**src/rtl/ultrasonic_scheduler.sv**
```systemverilog
// Round-robin HC-SR04 ranger scheduler: fires one trigger at a time, resyncs the
// selected echo, measures its high time in clock ticks and spaces pings by a gap.
module ultrasonic_scheduler #(
    parameter int unsigned NUM_SENSORS    = 3,
    parameter int unsigned CH_W           = 2,
    parameter int unsigned CNT_W          = 23,
    parameter int unsigned TRIG_CYCLES    = 1000,
    parameter int unsigned TIMEOUT_CYCLES = 3000000,
    parameter int unsigned GAP_CYCLES     = 6000000
) (
    input  logic                   clock,
    input  logic                   reset_n,
    input  logic                   enable,
    input  logic [NUM_SENSORS-1:0] echo,
    output logic [NUM_SENSORS-1:0] trig,
    output logic [CNT_W-1:0]       dist_ticks,
    output logic [CH_W-1:0]        dist_ch,
    output logic                   dist_valid,
    output logic                   dist_timeout,
    output logic                   busy
);

    typedef enum logic [2:0] {
        S_IDLE,
        S_TRIG,
        S_WAIT_RISE,
        S_MEASURE,
        S_GAP
    } state_t;

    localparam logic [CNT_W-1:0] TRIG_LAST    = CNT_W'(TRIG_CYCLES - 1);
    localparam logic [CNT_W-1:0] TIMEOUT_LAST = CNT_W'(TIMEOUT_CYCLES - 1);
    localparam logic [CNT_W-1:0] TIMEOUT_LIM  = CNT_W'(TIMEOUT_CYCLES);
    localparam logic [CNT_W-1:0] GAP_LAST     = CNT_W'(GAP_CYCLES - 1);
    localparam logic [CH_W-1:0]  CH_LAST      = CH_W'(NUM_SENSORS - 1);

    state_t                   state, state_d;
    logic [CNT_W-1:0]         cnt, cnt_d;
    logic [CH_W-1:0]          cur, cur_d;
    logic [NUM_SENSORS-1:0]   resync1, resync2, resync3;
    logic [NUM_SENSORS-1:0]   rise_q, fall_q;
    logic                     report, rep_timeout;
    logic [NUM_SENSORS-1:0]   trig_d;
    logic                     busy_d;
    logic [CNT_W-1:0]         ticks_d;

    // Echo lines are asynchronous; edges are registered after the resync chain.
    always_ff @(posedge clock or negedge reset_n) begin
        if (!reset_n) begin
            resync1 <= '0;
            resync2 <= '0;
            resync3 <= '0;
            rise_q  <= '0;
            fall_q  <= '0;
        end else begin
            resync1 <= echo;
            resync2 <= resync1;
            resync3 <= resync2;
            rise_q  <= resync2 & ~resync3;
            fall_q  <= resync3 & ~resync2;
        end
    end

    always_ff @(posedge clock or negedge reset_n) begin
        if (!reset_n) begin
            state        <= S_IDLE;
            cnt          <= '0;
            cur          <= '0;
            trig         <= '0;
            busy         <= 1'b0;
            dist_ticks   <= '0;
            dist_ch      <= '0;
            dist_valid   <= 1'b0;
            dist_timeout <= 1'b0;
        end else begin
            state      <= state_d;
            cnt        <= cnt_d;
            cur        <= cur_d;
            trig       <= trig_d;
            busy       <= busy_d;
            dist_valid <= report;
            if (report) begin
                dist_ticks   <= ticks_d;
                dist_ch      <= cur;
                dist_timeout <= rep_timeout;
            end
        end
    end

    always_comb begin
        state_d     = state;
        cnt_d       = cnt;
        cur_d       = cur;
        report      = 1'b0;
        rep_timeout = 1'b0;
        case (state)
            S_IDLE: begin
                if (enable) begin
                    state_d = S_TRIG;
                    cnt_d   = '0;
                end
            end
            S_TRIG: begin
                if (cnt == TRIG_LAST) begin
                    state_d = S_WAIT_RISE;
                    cnt_d   = '0;
                end else begin
                    cnt_d = cnt + CNT_W'(1);
                end
            end
            S_WAIT_RISE: begin
                if (rise_q[cur]) begin
                    state_d = S_MEASURE;
                    cnt_d   = CNT_W'(1);
                end else if (cnt == TIMEOUT_LAST) begin
                    state_d     = S_GAP;
                    cnt_d       = '0;
                    report      = 1'b1;
                    rep_timeout = 1'b1;
                end else begin
                    cnt_d = cnt + CNT_W'(1);
                end
            end
            S_MEASURE: begin
                if (fall_q[cur]) begin
                    state_d = S_GAP;
                    cnt_d   = '0;
                    report  = 1'b1;
                end else if (cnt == TIMEOUT_LIM) begin
                    state_d     = S_GAP;
                    cnt_d       = '0;
                    report      = 1'b1;
                    rep_timeout = 1'b1;
                end else begin
                    cnt_d = cnt + CNT_W'(1);
                end
            end
            S_GAP: begin
                if (cnt == GAP_LAST) begin
                    cnt_d   = '0;
                    cur_d   = (cur == CH_LAST) ? '0 : cur + CH_W'(1);
                    state_d = enable ? S_TRIG : S_IDLE;
                end else begin
                    cnt_d = cnt + CNT_W'(1);
                end
            end
            default: state_d = S_IDLE;
        endcase
    end

    // Outputs are derived from the next state so the registered copies line up with it.
    always_comb begin
        trig_d = '0;
        if (state_d == S_TRIG)
            trig_d = NUM_SENSORS'(1) << cur_d;
        busy_d  = (state_d != S_IDLE);
        ticks_d = rep_timeout ? TIMEOUT_LIM : cnt;
    end

endmodule
```
**config.mk**
```make
export PLATFORM = sky130hd
export DESIGN_NAME = ultrasonic_scheduler
export DESIGN_NICKNAME = d
export VERILOG_FILES = /design/src/rtl/ultrasonic_scheduler.sv
export SDC_FILE = /design/constraint.sdc
export NUM_CORES = 1
export LEC_CHECK = 0
export CORE_MARGIN = 2
export CORE_UTILIZATION = 55
export DETAILED_ROUTE_END_ITERATION = 12
export PLACE_DENSITY = 0.77
export SETUP_SLACK_MARGIN = 0.1
export SYNTH_ARGS = -nofsm -noshare
export SYNTH_HDL_FRONTEND = slang
export SYNTH_SLANG_ARGS = --single-unit
export TNS_END_PERCENT = 5
```
**constraint.sdc**
```tcl
create_clock -name clock -period 3 [get_ports clock]
set_input_delay 0.3 -clock clock [delete_from_list [all_inputs] [get_ports clock]]
set_output_delay 0.3 -clock clock [all_outputs]
set_load 0.1 [all_outputs]
```
**Word level (Yosys, flattened, before mapping)**

Cells that the tools add are included.

- Bits of input ports: 6
- Register bits after elaboration: 74
- Word-level logic and storage cells: 70
- Output and inout bits: 31

- Add/sub/neg operators: 2
- Equality and inequality tests: 11
- Shifts and indexed selects: 1
- Muxes and demuxes: 33
- Reduce and logical (&&, ||, !) cells: 4
- Bitwise logic cells: 4
- Magnitude comparators: 1

Operators with widths:

| cell | count |
|---|---|
| $mux 23 | 8 |
| $pmux 23 s5 | 1 |
| $eq 23x22->1 const B | 2 |
| $mux 3 | 8 |
| $add 23x1->23 const B | 1 |
| $eq 23x10->1 const B | 1 |
| $eq 23x23->1 const B | 1 |
| $pmux 3 s5 | 1 |
| $mux 1 | 8 |
| $and 3x3->3 | 2 |
| $eq 3x1->1 const B | 2 |
| $eq 3x2->1 const B | 2 |
| $mux 2 | 3 |
| $not 3->3 | 2 |
| $reduce_bool 5->1 | 1 |
| $bmux 1 s2 | 2 |
| $pmux 1 s2 | 2 |
| $eq 3x3->1 const B | 1 |
| $logic_not 3->1 | 1 |
| $lt 2x3->1 const B | 1 |
| $reduce_bool 3->1 | 1 |
| $shl 1x2->3 const A | 1 |
| $add 2x1->2 const B | 1 |
| $eq 2x2->1 const B | 1 |
| 2 further kinds | 2 |

**Longest topological paths before layout**

- Word-level depth: 6
- Gate-level depth with buffers: 11
- Mapped depth without buffers: 9

**Least setup slack after synthesis**

No wires, ideal clock.

- Path kind: flip-flop to flip-flop
- Start: register cnt[11]
- End: register busy
- Setup time: 0.131 ns
- Arrival: 2.264 ns
- Setup slack: 0.605 ns
- Required time: 2.869 ns
- Period minus slack after synthesis: 2.395 ns
- Cell stages (with the launch flop): 7
- Buffers on the path: 0
- Cells stage by stage: dfrtp_1 > or4_4 > or4_4 > o21bai_4 > nand3_2 > or2_1 > or3_1

- Word-level cells in the longest chain between the ends: 5
- Elaborated cells between the ends (all ways): 12
- Classes of those cells: eq/ne: 4; mux: 7; reduce/logical: 1

Ends and longest elaborated chain:

| what | RTL line | source |
|---|---|---|
| from (decl) | 38 | `logic [CNT_W-1:0] cnt, cnt_d;` |
| from (signal assigned) | 77 | `cnt <= cnt_d;` |
| $eq 23x22->1, on equally long branches | 129, 115 |  |
| $mux 3, on equally long branches | 129, 115 |  |
| $mux 3, on equally long branches | 125, 112 |  |
| $pmux 3 s5 (*) | 96 | `case (state)` |
| net state_d[0] | 37 | `state_t state, state_d;` |
| $reduce_bool 3->1 (*) | 156 | `busy_d = (state_d != S_IDLE);` |
| net busy_d | 44 | `logic busy_d;` |
| to (signal assigned) | 80 | `busy <= busy_d;` |
| to (decl) | 20 | `output logic busy` |

The timed path passes the listed nets; every way through them passes the cells marked *.
A chain may end at the register's enable or synchronous reset.

**Final worst setup path**

Ends and elaborated chain as after synthesis.

==> flow_metrics.env <==
export IMPL_detail_route_first_pass_iterations=5
export IMPL_place_gp_congestion=0.894
export IMPL_synth_area_um2=3370
export IMPL_synth_edf_count=0
export IMPL_nets=365
export IMPL_path_clk_slew_ps=80
export IMPL_cp_num_cells=6
export IMPL_antenna_diode_count=0
export IMPL_drv_slew=0
export IMPL_setup_violations=0
export IMPL_wirelength_um=7330
export IMPL_ios=37
export IMPL_met2_length_um=3260
export IMPL_worstPathMaxFanout=8
export IMPL_synth_area_per_cell_um2=10.4
export IMPL_final_hold_viol_count=0
export IMPL_insertion_delay_ps=350
export IMPL_antenna_found_initial=0
export IMPL_cts_num_sinks=74
export IMPL_critPathCaptureType="flip-flop"
export IMPL_layout_commonest_cell="dfrtp_1"
export IMPL_synth_top_area_share_pct=54.9
export IMPL_fillCellCount=470
export IMPL_yosys_area_top_type="dfrtp_1"
export IMPL_holdBufCountCts=0
export IMPL_post_cts_buffers=0
export IMPL_post_route_util_pct=66.5
export IMPL_ys_async_sr_fraction_pct=100
export IMPL_post_dp_hpwl_um=5090
export IMPL_cts_root_buf="clkbuf_8"
export IMPL_place_area_um2=3720
export IMPL_synthTopCellsByArea="dfrtp_1 55%, nand2_1 3.5%, nor2_1 2.9%, a22o_1 2.9%, o22a_1 2.9%"
export IMPL_slew_headroom_pct=34.7
export IMPL_vias_per_cell=6.05
export IMPL_grt_overflow_total=0
export IMPL_final_cell_mix="74 x dfrtp_1, 31 x nand2_1, 29 x buf_4, 26 x nor2_1, 18 x o21ai_0"
export IMPL_status="finished clean"
export IMPL_synth_fa_ha_area_share_pct=0.742
export IMPL_crit_chain="or4_4 -> nor4_1 -> a21boi_1 -> nor4_1 -> inv_1 -> or3_1"
export IMPL_rr_endpoint="busy"
export IMPL_final_area_um2=3940
export IMPL_die_area_um2=6770
export IMPL_globalRouteTotalUtil_pct=24.5
export IMPL_maxCapViolCount=0
export IMPL_critPathMaxStageDelay_ps=580
export IMPL_cpLargestDelayFamily="simple AND/OR/NAND/NOR gates"
export IMPL_met1Wirelength_um=3400
export IMPL_core_area_um2=5920
export IMPL_yosys_warnings=0
export IMPL_chipHeight_um=82.3
export IMPL_syn_num_nets=332
export IMPL_cellPowerDensity_nw_per_um2=599
export IMPL_rrSetupSlack_ps=310
export IMPL_pwr_share_clk_pct=35.9
export IMPL_r2r_start="cnt[11]"
export IMPL_pwr_share_seq_pct=51.4
export IMPL_tns_ps=0
export IMPL_h_tree_depth=3
export IMPL_hold_class="in -> async"
export IMPL_drcViolationCount=0
export IMPL_first_iter_violations=293
export IMPL_wire_per_inst_um=16.8
export IMPL_post_cts_resized=0
export IMPL_cp_required_ps=3240
export IMPL_critPathArrivalTime_ps=2920
export IMPL_place_port_buffers=36
export IMPL_tritoncts="done"
export IMPL_finalCritPeriodShare_pct=89.6
export IMPL_hold_ws_ps=28.7
export IMPL_seq_area_frac_synth_pct=54.9
export IMPL_ir_drop_mv=0.371
export IMPL_grt_pass1_wl_um=12300
export IMPL_area_growth_pct=16.7
export IMPL_dp_cells=421
export IMPL_p_sw_share_pct=29.3
export IMPL_fmax_ghz=0.372
export IMPL_vias=2644
export IMPL_cts_buffers=9
export IMPL_ff2ff_path_depth=6
export IMPL_worst_pin_slew_ps=976
export IMPL_met3_length_um=505
export IMPL_grt_start_max_net_pins=41
export IMPL_critPathSlowestCell="or4_4"
export IMPL_clock_path_buffers=2
export IMPL_drive_above_1_share_pct=16.3
export IMPL_leakagePower_nw=1.82
export IMPL_start_kind="flip-flop"
export IMPL_finalClockSkew_ps=11.2
export IMPL_layoutNonFillerInstCount=437
export IMPL_synth_cells=324
export IMPL_rsz0062_at_grt="no"
export IMPL_synth_top_family_by_area="simple AND/OR/NAND/NOR gates"
export IMPL_synth_cell_types=56
export IMPL_die_width_um=82.3
export IMPL_crit_buf_inv=1
export IMPL_p_comb_share_pct=12.7
export IMPL_synthSimpleGateAreaFrac_pct=21.0
export IMPL_ys_seq_elements=74
export IMPL_fin_crit_ps=2690
export IMPL_crit_type="reg -> reg"
export IMPL_synth_compound_area_share_pct=16.4
export IMPL_p_int_mw=1.67
export IMPL_yosys_most_used_dff="dfrtp_1"
export IMPL_power_switching_mw=0.692
export IMPL_synth_mux_area_share_pct=1.22
export IMPL_initial_utilization_pct=57.0
export IMPL_ant_nets=0
export IMPL_synth_xor_area_share_pct=2.08
export IMPL_cp_common_cell="nor4_1"
export IMPL_row_count=28
export IMPL_top_layer_used="met4"
export IMPL_grt_pass1_vias=2475
## synthesized netlist by cell type, types with 5 or more instances
master     n
nor2_1    26
inv_1      8
nor2b_1    7
dfrtp_1   74
nand2_1   31
xor2_1     5
clkbuf_1  13
a31oi_1   12
nand4_1    8
a22o_1    11
nand3_1   11
o22a_1    11
o21ai_0   18
a21oi_1   14
nor3_1     5
## per-stage QoR
stage	setup WS [ps]	total power, mW
global placement	502	1.51
global route	143	2.47
floorplan	605	1.41
CTS	347	2.37
detailed placement	429	1.52
finish	312	2.36
## power by group through the flow
stage / combinational [mW] / sequential, mW / clock [mW]
finish: 0.300 / 1.21 / 0.846
global placement: 0.291 / 1.22 / 0
CTS: 0.300 / 1.21 / 0.860
global route: 0.342 / 1.23 / 0.906
detailed placement: 0.298 / 1.23 / 0
floorplan: 0.243 / 1.17 / 0
## routing by layer
metal,vias up,global-route usage [%]
met5,-,0
met1,1265,35.8
met4,0,9.67
met3,15,5.22
met2,120,35.6
li1,1244,-
## kinds of logic after synthesis
group                      Yosys count
muxes                                4
DFF                                 74
buffers and inverters               28
AOI/OAI and AO/OA                   80
xor gates and xnor gates             8
and+or+nand+nor                    128
adders and majority gates            2
## flip-flops by register name, indices dropped and copies added (netlist names)
register      count
trig              3
fall_q            3
state             3
resync3           3
cnt              23
resync2           3
dist_timeout      1
dist_ch           2
rise_q            3
dist_ticks       23
resync1           3
dist_valid        1
busy              1
cur               2
## worst max path at each step
stage | startpoint | end | slack [ps]
3_3_place_gp | cnt[11] | busy | 500
3_5_place_dp | cnt[8] | dist_ticks[10] | 430
2_1_floorplan | cnt[11] | busy | 600
5_1_grt | cnt[11] | trig[1] | 140
4_1_cts | cnt[11] | busy | 350
6_report | cnt[11] | busy | 310
## cell type report
class / count / area (um^2) / share of cell area, %
inverters: 9 / 33.8 / 0.858
clock inverters: 6 / 90.1 / 2.29
repair buffers: 41 / 343 / 8.71
multi-input cells: 222 / 1400 / 35.5
clock buffers: 10 / 128 / 3.24
well taps: 75 / 93.8 / 2.38
flip-flops and latches: 74 / 1850 / 47.0
## worst reg2reg max path, stage by stage (launching register included)
cell and delay [ps]:
dfrtp_1 460, or4_4 580, nor4_1 520, a21boi_1 190
nor4_1 350, inv_1 100, or3_1 370
Note: power is estimated with default switching activity, not from simulation.
